### src/rtl/sdram_cmd_arbiter.sv
// sdram_cmd_arbiter
//   Owns the SDRAM command/address bus. Shares it between the write engine and
//   the read engine (one grant at a time) and schedules periodic AUTO REFRESH:
//   when the refresh timer expires, auto_refresh is raised so the granted
//   engine drains. Once nothing is granted, the arbiter itself issues
//   PRECHARGE-ALL, waits T_RP, issues AUTO REFRESH, then waits T_RFC.
//
// Ports
//   clk, rst              clock, synchronous active-high reset
//   init_done             SDRAM power-up sequence complete
//   wr_req / rd_req       engine has pending work
//   wr_enable / rd_enable grant to the engine
//   wr_idle / rd_idle     engine idle status
//   wr_/rd_command, _address, _bank   engine bus outputs
//   wr_data_mask          write engine DQM
//   auto_refresh          refresh pending (to both engines)
//   sd_command/address/bank/data_mask registered bus (1 cycle latency)
//   refresh_missed        1-cycle pulse: timer expired while still pending
//
// Configuration
//   SDRAM_ARB_RR_EN  defined: ties between wr_req and rd_req go to the engine
//                    not granted last (first tie goes to write).
//                    undefined: write always wins ties.
//
// Command encoding is {RAS_n, CAS_n, WE_n}.

module sdram_cmd_arbiter #(
    parameter int REFRESH_INTERVAL = 1560,
    parameter int T_RP             = 2,
    parameter int T_RFC            = 7
) (
    input  logic        clk,
    input  logic        rst,
    input  logic        init_done,
    input  logic        wr_req,
    input  logic        rd_req,
    output logic        wr_enable,
    output logic        rd_enable,
    input  logic        wr_idle,
    input  logic        rd_idle,
    input  logic [2:0]  wr_command,
    input  logic [2:0]  rd_command,
    input  logic [11:0] wr_address,
    input  logic [11:0] rd_address,
    input  logic [1:0]  wr_bank,
    input  logic [1:0]  rd_bank,
    input  logic [1:0]  wr_data_mask,
    output logic        auto_refresh,
    output logic [2:0]  sd_command,
    output logic [11:0] sd_address,
    output logic [1:0]  sd_bank,
    output logic [1:0]  sd_data_mask,
    output logic        refresh_missed
);

    localparam logic [2:0] CMD_NOP = 3'b111;
    localparam logic [2:0] CMD_PRE = 3'b010;
    localparam logic [2:0] CMD_REF = 3'b001;

    localparam int TW   = $clog2(REFRESH_INTERVAL + 1);
    localparam int DMAX = (T_RP > T_RFC) ? T_RP : T_RFC;
    localparam int DW   = $clog2(DMAX + 1);
    localparam logic [TW-1:0] TIMER_RELOAD = TW'(REFRESH_INTERVAL - 1);

    typedef enum logic [2:0] {
        S_INIT_WAIT,
        S_IDLE,
        S_GRANT_WR,
        S_GRANT_RD,
        S_REF_PRE,
        S_REF_CMD
    } state_t;

    state_t          state_reg, state_next;
    logic [DW-1:0]   delay_reg, delay_next;
    logic [TW-1:0]   timer_reg, timer_next;
    logic            pending_reg, pending_next;
    logic            missed_reg, missed_next;
    logic            wr_enable_reg, wr_enable_next;
    logic            rd_enable_reg, rd_enable_next;
    logic            grant_long_reg, grant_long_next;  // enable already high >= 1 cycle
    logic [2:0]      cmd_reg, cmd_next;
    logic [11:0]     addr_reg, addr_next;
    logic [1:0]      bank_reg, bank_next;
    logic [1:0]      mask_reg, mask_next;
    logic            issue_ref;
    logic            pick_wr;

`ifdef SDRAM_ARB_RR_EN
    // 1 = write was granted last; resets to read so the first tie goes to write.
    logic last_grant_wr_reg;
    always_ff @(posedge clk) begin
        if (rst) begin
            last_grant_wr_reg <= 1'b0;
        end else if (state_reg == S_IDLE && state_next == S_GRANT_WR) begin
            last_grant_wr_reg <= 1'b1;
        end else if (state_reg == S_IDLE && state_next == S_GRANT_RD) begin
            last_grant_wr_reg <= 1'b0;
        end
    end
    assign pick_wr = wr_req && (!rd_req || !last_grant_wr_reg);
`else
    assign pick_wr = wr_req;
`endif

    // Refresh timer: runs once init_done is high. An expiry while a refresh is
    // still outstanding is reported but not queued.
    always_comb begin
        timer_next   = timer_reg;
        pending_next = pending_reg;
        missed_next  = 1'b0;
        if (issue_ref) begin
            pending_next = 1'b0;
        end
        if (init_done) begin
            if (timer_reg == '0) begin
                timer_next   = TIMER_RELOAD;
                missed_next  = pending_reg && !issue_ref;
                pending_next = 1'b1;
            end else begin
                timer_next = timer_reg - 1'b1;
            end
        end
    end

    always_comb begin
        state_next      = state_reg;
        delay_next      = delay_reg;
        wr_enable_next  = wr_enable_reg;
        rd_enable_next  = rd_enable_reg;
        grant_long_next = grant_long_reg;
        cmd_next        = CMD_NOP;
        addr_next       = '0;
        bank_next       = '0;
        mask_next       = '0;
        issue_ref       = 1'b0;
        case (state_reg)
            S_INIT_WAIT: begin
                if (init_done) begin
                    state_next = S_IDLE;
                end
            end
            S_IDLE: begin
                if (pending_reg) begin
                    state_next = S_REF_PRE;
                    cmd_next   = CMD_PRE;
                    addr_next  = 12'h400;
                    delay_next = DW'(T_RP);
                end else if (pick_wr) begin
                    state_next      = S_GRANT_WR;
                    wr_enable_next  = 1'b1;
                    grant_long_next = 1'b0;
                end else if (rd_req) begin
                    state_next      = S_GRANT_RD;
                    rd_enable_next  = 1'b1;
                    grant_long_next = 1'b0;
                end
            end
            S_GRANT_WR: begin
                // Engine outputs pass through for the whole grant, including
                // the drain phase after enable drops (TERM/PRE from the engine).
                cmd_next  = wr_command;
                addr_next = wr_address;
                bank_next = wr_bank;
                mask_next = wr_data_mask;
                if (wr_enable_reg) begin
                    grant_long_next = 1'b1;
                    if (grant_long_reg && (pending_reg || !wr_req)) begin
                        wr_enable_next = 1'b0;
                    end
                end else if (wr_idle) begin
                    if (pending_reg) begin
                        state_next = S_REF_PRE;
                        cmd_next   = CMD_PRE;
                        addr_next  = 12'h400;
                        bank_next  = '0;
                        mask_next  = '0;
                        delay_next = DW'(T_RP);
                    end else begin
                        state_next = S_IDLE;
                    end
                end
            end
            S_GRANT_RD: begin
                cmd_next  = rd_command;
                addr_next = rd_address;
                bank_next = rd_bank;
                if (rd_enable_reg) begin
                    grant_long_next = 1'b1;
                    if (grant_long_reg && (pending_reg || !rd_req)) begin
                        rd_enable_next = 1'b0;
                    end
                end else if (rd_idle) begin
                    if (pending_reg) begin
                        state_next = S_REF_PRE;
                        cmd_next   = CMD_PRE;
                        addr_next  = 12'h400;
                        bank_next  = '0;
                        delay_next = DW'(T_RP);
                    end else begin
                        state_next = S_IDLE;
                    end
                end
            end
            S_REF_PRE: begin
                if (delay_reg != '0) begin
                    delay_next = delay_reg - 1'b1;
                end else begin
                    cmd_next   = CMD_REF;
                    issue_ref  = 1'b1;
                    delay_next = DW'(T_RFC);
                    state_next = S_REF_CMD;
                end
            end
            S_REF_CMD: begin
                if (delay_reg != '0) begin
                    delay_next = delay_reg - 1'b1;
                end else begin
                    state_next = S_IDLE;
                end
            end
            default: begin
                state_next = S_INIT_WAIT;
            end
        endcase
    end

    always_ff @(posedge clk) begin
        if (rst) begin
            state_reg      <= S_INIT_WAIT;
            delay_reg      <= '0;
            timer_reg      <= TIMER_RELOAD;
            pending_reg    <= 1'b0;
            missed_reg     <= 1'b0;
            wr_enable_reg  <= 1'b0;
            rd_enable_reg  <= 1'b0;
            grant_long_reg <= 1'b0;
            cmd_reg        <= CMD_NOP;
            addr_reg       <= '0;
            bank_reg       <= '0;
            mask_reg       <= '0;
        end else begin
            state_reg      <= state_next;
            delay_reg      <= delay_next;
            timer_reg      <= timer_next;
            pending_reg    <= pending_next;
            missed_reg     <= missed_next;
            wr_enable_reg  <= wr_enable_next;
            rd_enable_reg  <= rd_enable_next;
            grant_long_reg <= grant_long_next;
            cmd_reg        <= cmd_next;
            addr_reg       <= addr_next;
            bank_reg       <= bank_next;
            mask_reg       <= mask_next;
        end
    end

    assign wr_enable      = wr_enable_reg;
    assign rd_enable      = rd_enable_reg;
    assign auto_refresh   = pending_reg;
    assign refresh_missed = missed_reg;
    assign sd_command     = cmd_reg;
    assign sd_address     = addr_reg;
    assign sd_bank        = bank_reg;
    assign sd_data_mask   = mask_reg;

endmodule

### config.mk
export PLATFORM = sky130hd
export DESIGN_NAME = sdram_cmd_arbiter
export DESIGN_NICKNAME = d
export VERILOG_FILES = /design/src/rtl/sdram_cmd_arbiter.sv
export SDC_FILE = /design/constraint.sdc
export NUM_CORES = 1
export LEC_CHECK = 0
export CELL_PAD_IN_SITES_DETAIL_PLACEMENT = 0
export CELL_PAD_IN_SITES_GLOBAL_PLACEMENT = 1
export CORE_UTILIZATION = 33
export CTS_CLUSTER_SIZE = 8
export DETAILED_ROUTE_END_ITERATION = 10
export GPL_TIMING_DRIVEN = 0
export PLACE_DENSITY = 0.81
export SLEW_MARGIN = 15
export SYNTH_ARGS = -nofsm -noshare
export SYNTH_HDL_FRONTEND = slang
export SYNTH_SLANG_ARGS = --single-unit
### constraint.sdc
create_clock -name clk -period 2.7 [get_ports clk]
set_clock_uncertainty 0.1 [all_clocks]
set_input_delay 0.405 -clock clk [delete_from_list [all_inputs] [get_ports clk]]
set_output_delay 0.405 -clock clk [all_outputs]
set_load 0.1 [all_outputs]
# == Yosys cells after proc, flatten, opt, wreduce, memory -nomap -nowiden ==
# Cells that the tools add are included.
# classes
reduce_logical,22
mux,70
n_eq_ne,21
n_bitwise,3
n_addsub,2
# ops
cell,count
3-bit 2-to-1 mux,26
12-bit 2-to-1 mux,6
12-bit one-hot mux with 3 select lines,1
2-bit inequality test (second input constant),14
11-bit 2-to-1 mux,2
1-bit 2-to-1 mux,19
2-bit 2-to-1 mux,9
3-bit one-hot mux with 6 select lines,1
3-bit one-hot mux with 5 select lines,1
3-bit one-hot mux with 4 select lines,1
11-bit zero test,1
11-bit by 1-bit subtractor with 11-bit output (second input constant),1
8-bit AND reduction,1
3-bit by 2-bit equality test with 1-bit output (second input constant),2
3-bit equality test (second input constant),2
6-bit AND reduction,1
3-bit nonzero test,2
5-bit AND reduction,1
5-bit nonzero test,1
4-bit inequality test (second input constant),1
1-bit one-hot mux with 2 select lines,2
2-bit one-hot mux with 2 select lines,1
4-bit AND reduction,1
2-bit nonzero test,2
other kinds (12),19
# word_totals
output_inout_bits,23
input_bits,43
elab_cells,130
regBits,41

# == Longest topological paths before layout ==
# depth
depth_word,6
depth_mapped,8
ltp_nobuf,7

# == Worst setup path before layout ==
# Ideal clock, no wire load.
# synth_timing
path_kind,register to register
start,reg pending_reg (netlist: auto_refresh)
end,reg state_reg[0]
stages_incl_launch_ff,6
setup_time_ns,0.101
path_buffers,1
arrival_time_ns,2.111
slack_ns,0.388
cell_sequence,dfxtp_1 buf_2 nor3_1 nor3b_1 or3_1 o41ai_1
# synth_between
elab_chain_cells,4
elab_cells_between_ends,9
classes_between,eq/ne: 1; mux: 7; reduce/logical: 1
# synth_lines
element,line_no,source
from (decl),77,"logic pending_reg, pending_next;"
from (signal assigned),246,pending_reg <= pending_next;
3-bit 2-to-1 mux,"172, 194",
3-bit 2-to-1 mux (on tied branches),"193, 171",
3-bit 2-to-1 mux (on tied branches),"188, 166",
3-bit one-hot mux with 6 select lines,137,case (state_reg)
to (signal assigned),243,state_reg <= state_next;
to (decl),74,"state_t state_reg, state_next;"
# Several ways; a longest one is shown, not always the timed one. The select of a mux whose other input is x is not followed.
# A chain may end at the register's enable or synchronous reset.

# == Worst setup path after layout ==
# layout_timing
start,reg rd_enable_reg (netlist: rd_enable)
end,out rd_enable
# layout_rtl
element,line_no,source
from (decl),80,"logic rd_enable_reg, rd_enable_next;"
from (signal assigned),249,rd_enable_reg <= rd_enable_next;
to (decl),38,"output logic rd_enable,"
# No word-level cell between the ends.

==> results.toml <==
[final_layout]
insertedDiodeCount = 0
fillers = 549
largest_reg_flops = 12
final_area_um2 = 2841
fin_util = 0.5067
drive_gt1_frac = 0.09797
area_growth_syn_to_layout_pct = 44.74
nets = 345

[synthesis]
synth_most_common_cell = "dfxtp_1"
synth.area.top_cells = "dfxtp_1 (42%), a22oi_1 (6.1%), nor2_1 (4.8%)"
syn_area_um2 = 1963
ys.warnings.count = 0
synth_common_cells = "dfxtp_1 (41), nor2_1 (25), a22oi_1 (16), nand2_1 (14), inv_1 (12)"
synth_top_area_share = 0.4181
yosys.area_share.simple = 0.2339
synth_top_family_by_area = "simple AND/OR/NAND/NOR gates"
synth_cells = 223
synth_nets = 273
ys.flop_type = "dfxtp_1"
syn_avg_cell_area_um2 = 8.803
synth-xor-area-share = 0.04015
ys_types = 47
synth-compound-area-share = 0.1950
synth_fa_ha_area_frac = 0.04461
yosysTopAreaCell = "dfxtp_1"
muxShareOfSynthArea = 0.01020
synth_seq_cells = 41
synthArstFlopShare = 0
synth-edff-count = 0
ys_seq_area_frac = 0.4181

[timing]
fin_crit_sh = 0.8770
whs_ps = 373.5
period_minus_slack_ps = 2368
timing.fmax_mhz = 422.3
final_max_slew_viol_count = 0
hold_viol = 0
worst_slew_pin_slew_ps = 992.9
rsz0062_at_grt = "no"
setup-tns-final_ps = 0
setup_viol = 0
slew_headroom = 0.3360

[power]
max-vdd-ir-drop_mv = 0.2648
p_per_area_nw_per_um2 = 691.7
power.leakage_uw = 0.001042

[clocking]
cts_setup_buffers = 0
cts_tree = "built"
cts.sinks = 41
clk_path_buf_depth = 2
cts.clk_slew.worst_paths_ps = 80
cts_hold_buf = 0
root_buffer = "clkbuf_8"
cts_buffers = 5
insertion_delay_ps = 300
cts_max_level = 2
cts-resized-gates = 0

[worst_setup_path]
crit_required_ps = 2190
r2r-start = "state_reg[1]"
crit_cells = 1
ff2ff_path_depth = 8
endpoint_kind = "output port"
cp_slowest_cell = "clkdlybuf4s50_1"
arrival_ps = 1860
path_delay_family = "buffers and inverters"
path_buf_inv = 1
reg2reg_setup_slack_ps = 400
slowest_delay_ps = 1170
cp_cell_sequence = "clkdlybuf4s50_1"
regToRegEndpoint = "delay_reg[2]"
path_max_fanout = 5
cp-start-kind = "flip-flop"
crit_type = "reg2out"

[floorplan]
fp.dieH_um = 79.13
core-area_um2 = 5608
ios = 66
rows = 27
die_x_um = 79.13
dieArea_um2 = 6262
start_util = 0.3501

[min_path]
whs_path_depth = 2
worstHoldPathType = "reg2reg"
whs_endpoint = "delay_reg[0]"
hp-start = "delay_reg[0]"

[drt]
routed_wl_um = 4960
drt-met1-wl_um = 2212
firstDrtPassIters = 4
dr_total_vias = 1812
wl_met3_um = 205
ant_nets = 0
drcViolationCount = 0
wl_met2_um = 2491
maxUsedRoutingLayer = "met4"
wl_per_cell_um = 13.48
drt_iter0_drc = 81
via_per_inst = 4.924

[placed_design]
dp_hpwl_um = 3771
postPlaceCellArea_um2 = 2704
io_buffers = 65
globalplace.congestion = 0.8283

[global_route]
grtUsageTotal = 0.1673
grt_start_max_net_pins = 15
grt_pass1_vias = 1669
grt_first_pass_wirelength_um = 8031
grt_overflow = 0
antenna_found_initial = 0

[flow_run]
drv_cap = 0

[outcome]
status = "finished, final reports clean"
worst max-delay path by stage:
stage	start	endpoint	slack (ps)
6_report	rd_enable	rd_enable	330
5_1_grt	rd_enable	rd_enable	270
4_1_cts	rd_enable	rd_enable	320
3_5_place_dp	wr_idle	delay_reg[2]	380
3_3_place_gp	wr_idle	delay_reg[2]	380
2_1_floorplan	auto_refresh	state_reg[0]	390
cells by family (layout without fill, tap and decap cells):
group           after synthesis  after routing
buf+inv                      26             99
mux                           2              2
xor+xnor                      9              9
fa+ha+maj                     7              7
flops                        41             41
simple gates                 83             83
compound gates               55             55
layout by cell type (no fill, tap or decap), types with 4 or more instances in the layout:
cell type,netlist,final
nor3_1,6,6
ha_1,7,7
a21oi_1,11,11
nand3_1,6,6
nand2_2,6,6
and3_1,4,4
nor2_1,25,25
o21ai_0,9,9
a22oi_1,16,16
nand2b_1,5,5
clkdlybuf4s50_1,0,65
inv_1,12,12
buf_2,7,7
clkbuf_8,0,5
dfxtp_1,41,41
xnor2_1,6,6
nand2_1,14,14
clkbuf_1,4,4
report_power, final:
part / internal (uW) / switching [uW] / total (uW)
clock: 372 / 224 / 596
sequential: 649 / 23.2 / 672
combinational: 238 / 458 / 697
layout make-up:
class,instances,area (um2),area share
Multi-Input combinational cell,156,1028,0.3620
Sequential cell,41,820.8,0.2889
Clock buffer,5,68.82,0.02422
Clock inverter,3,68.82,0.02422
Tap cell,72,90.09,0.03170
Timing Repair Buffer,65,650.6,0.2290
Inverter,13,48.80,0.01717
Buffer,13,65.06,0.02290
metal layers:
layer / global-route usage / up-vias
met5: 0 / -
met4: 0.05636 / 0
met3: 0.04828 / 4
met2: 0.2741 / 34
met1: 0.2085 / 850
li1: - / 924
metrics by stage:
stage / std cells / setup WS (ps) / power, uW
final: 368 / 332.2 / 1966
after global routing: 368 / 268.2 / 2077
after CTS: 368 / 319.9 / 1984
after detailed placement: 360 / 378.3 / 1384
after global placement: 360 / 377.9 / 1385
after floorplan: 223 / 388.1 / 1181
(Power assumes the default switching activity.)
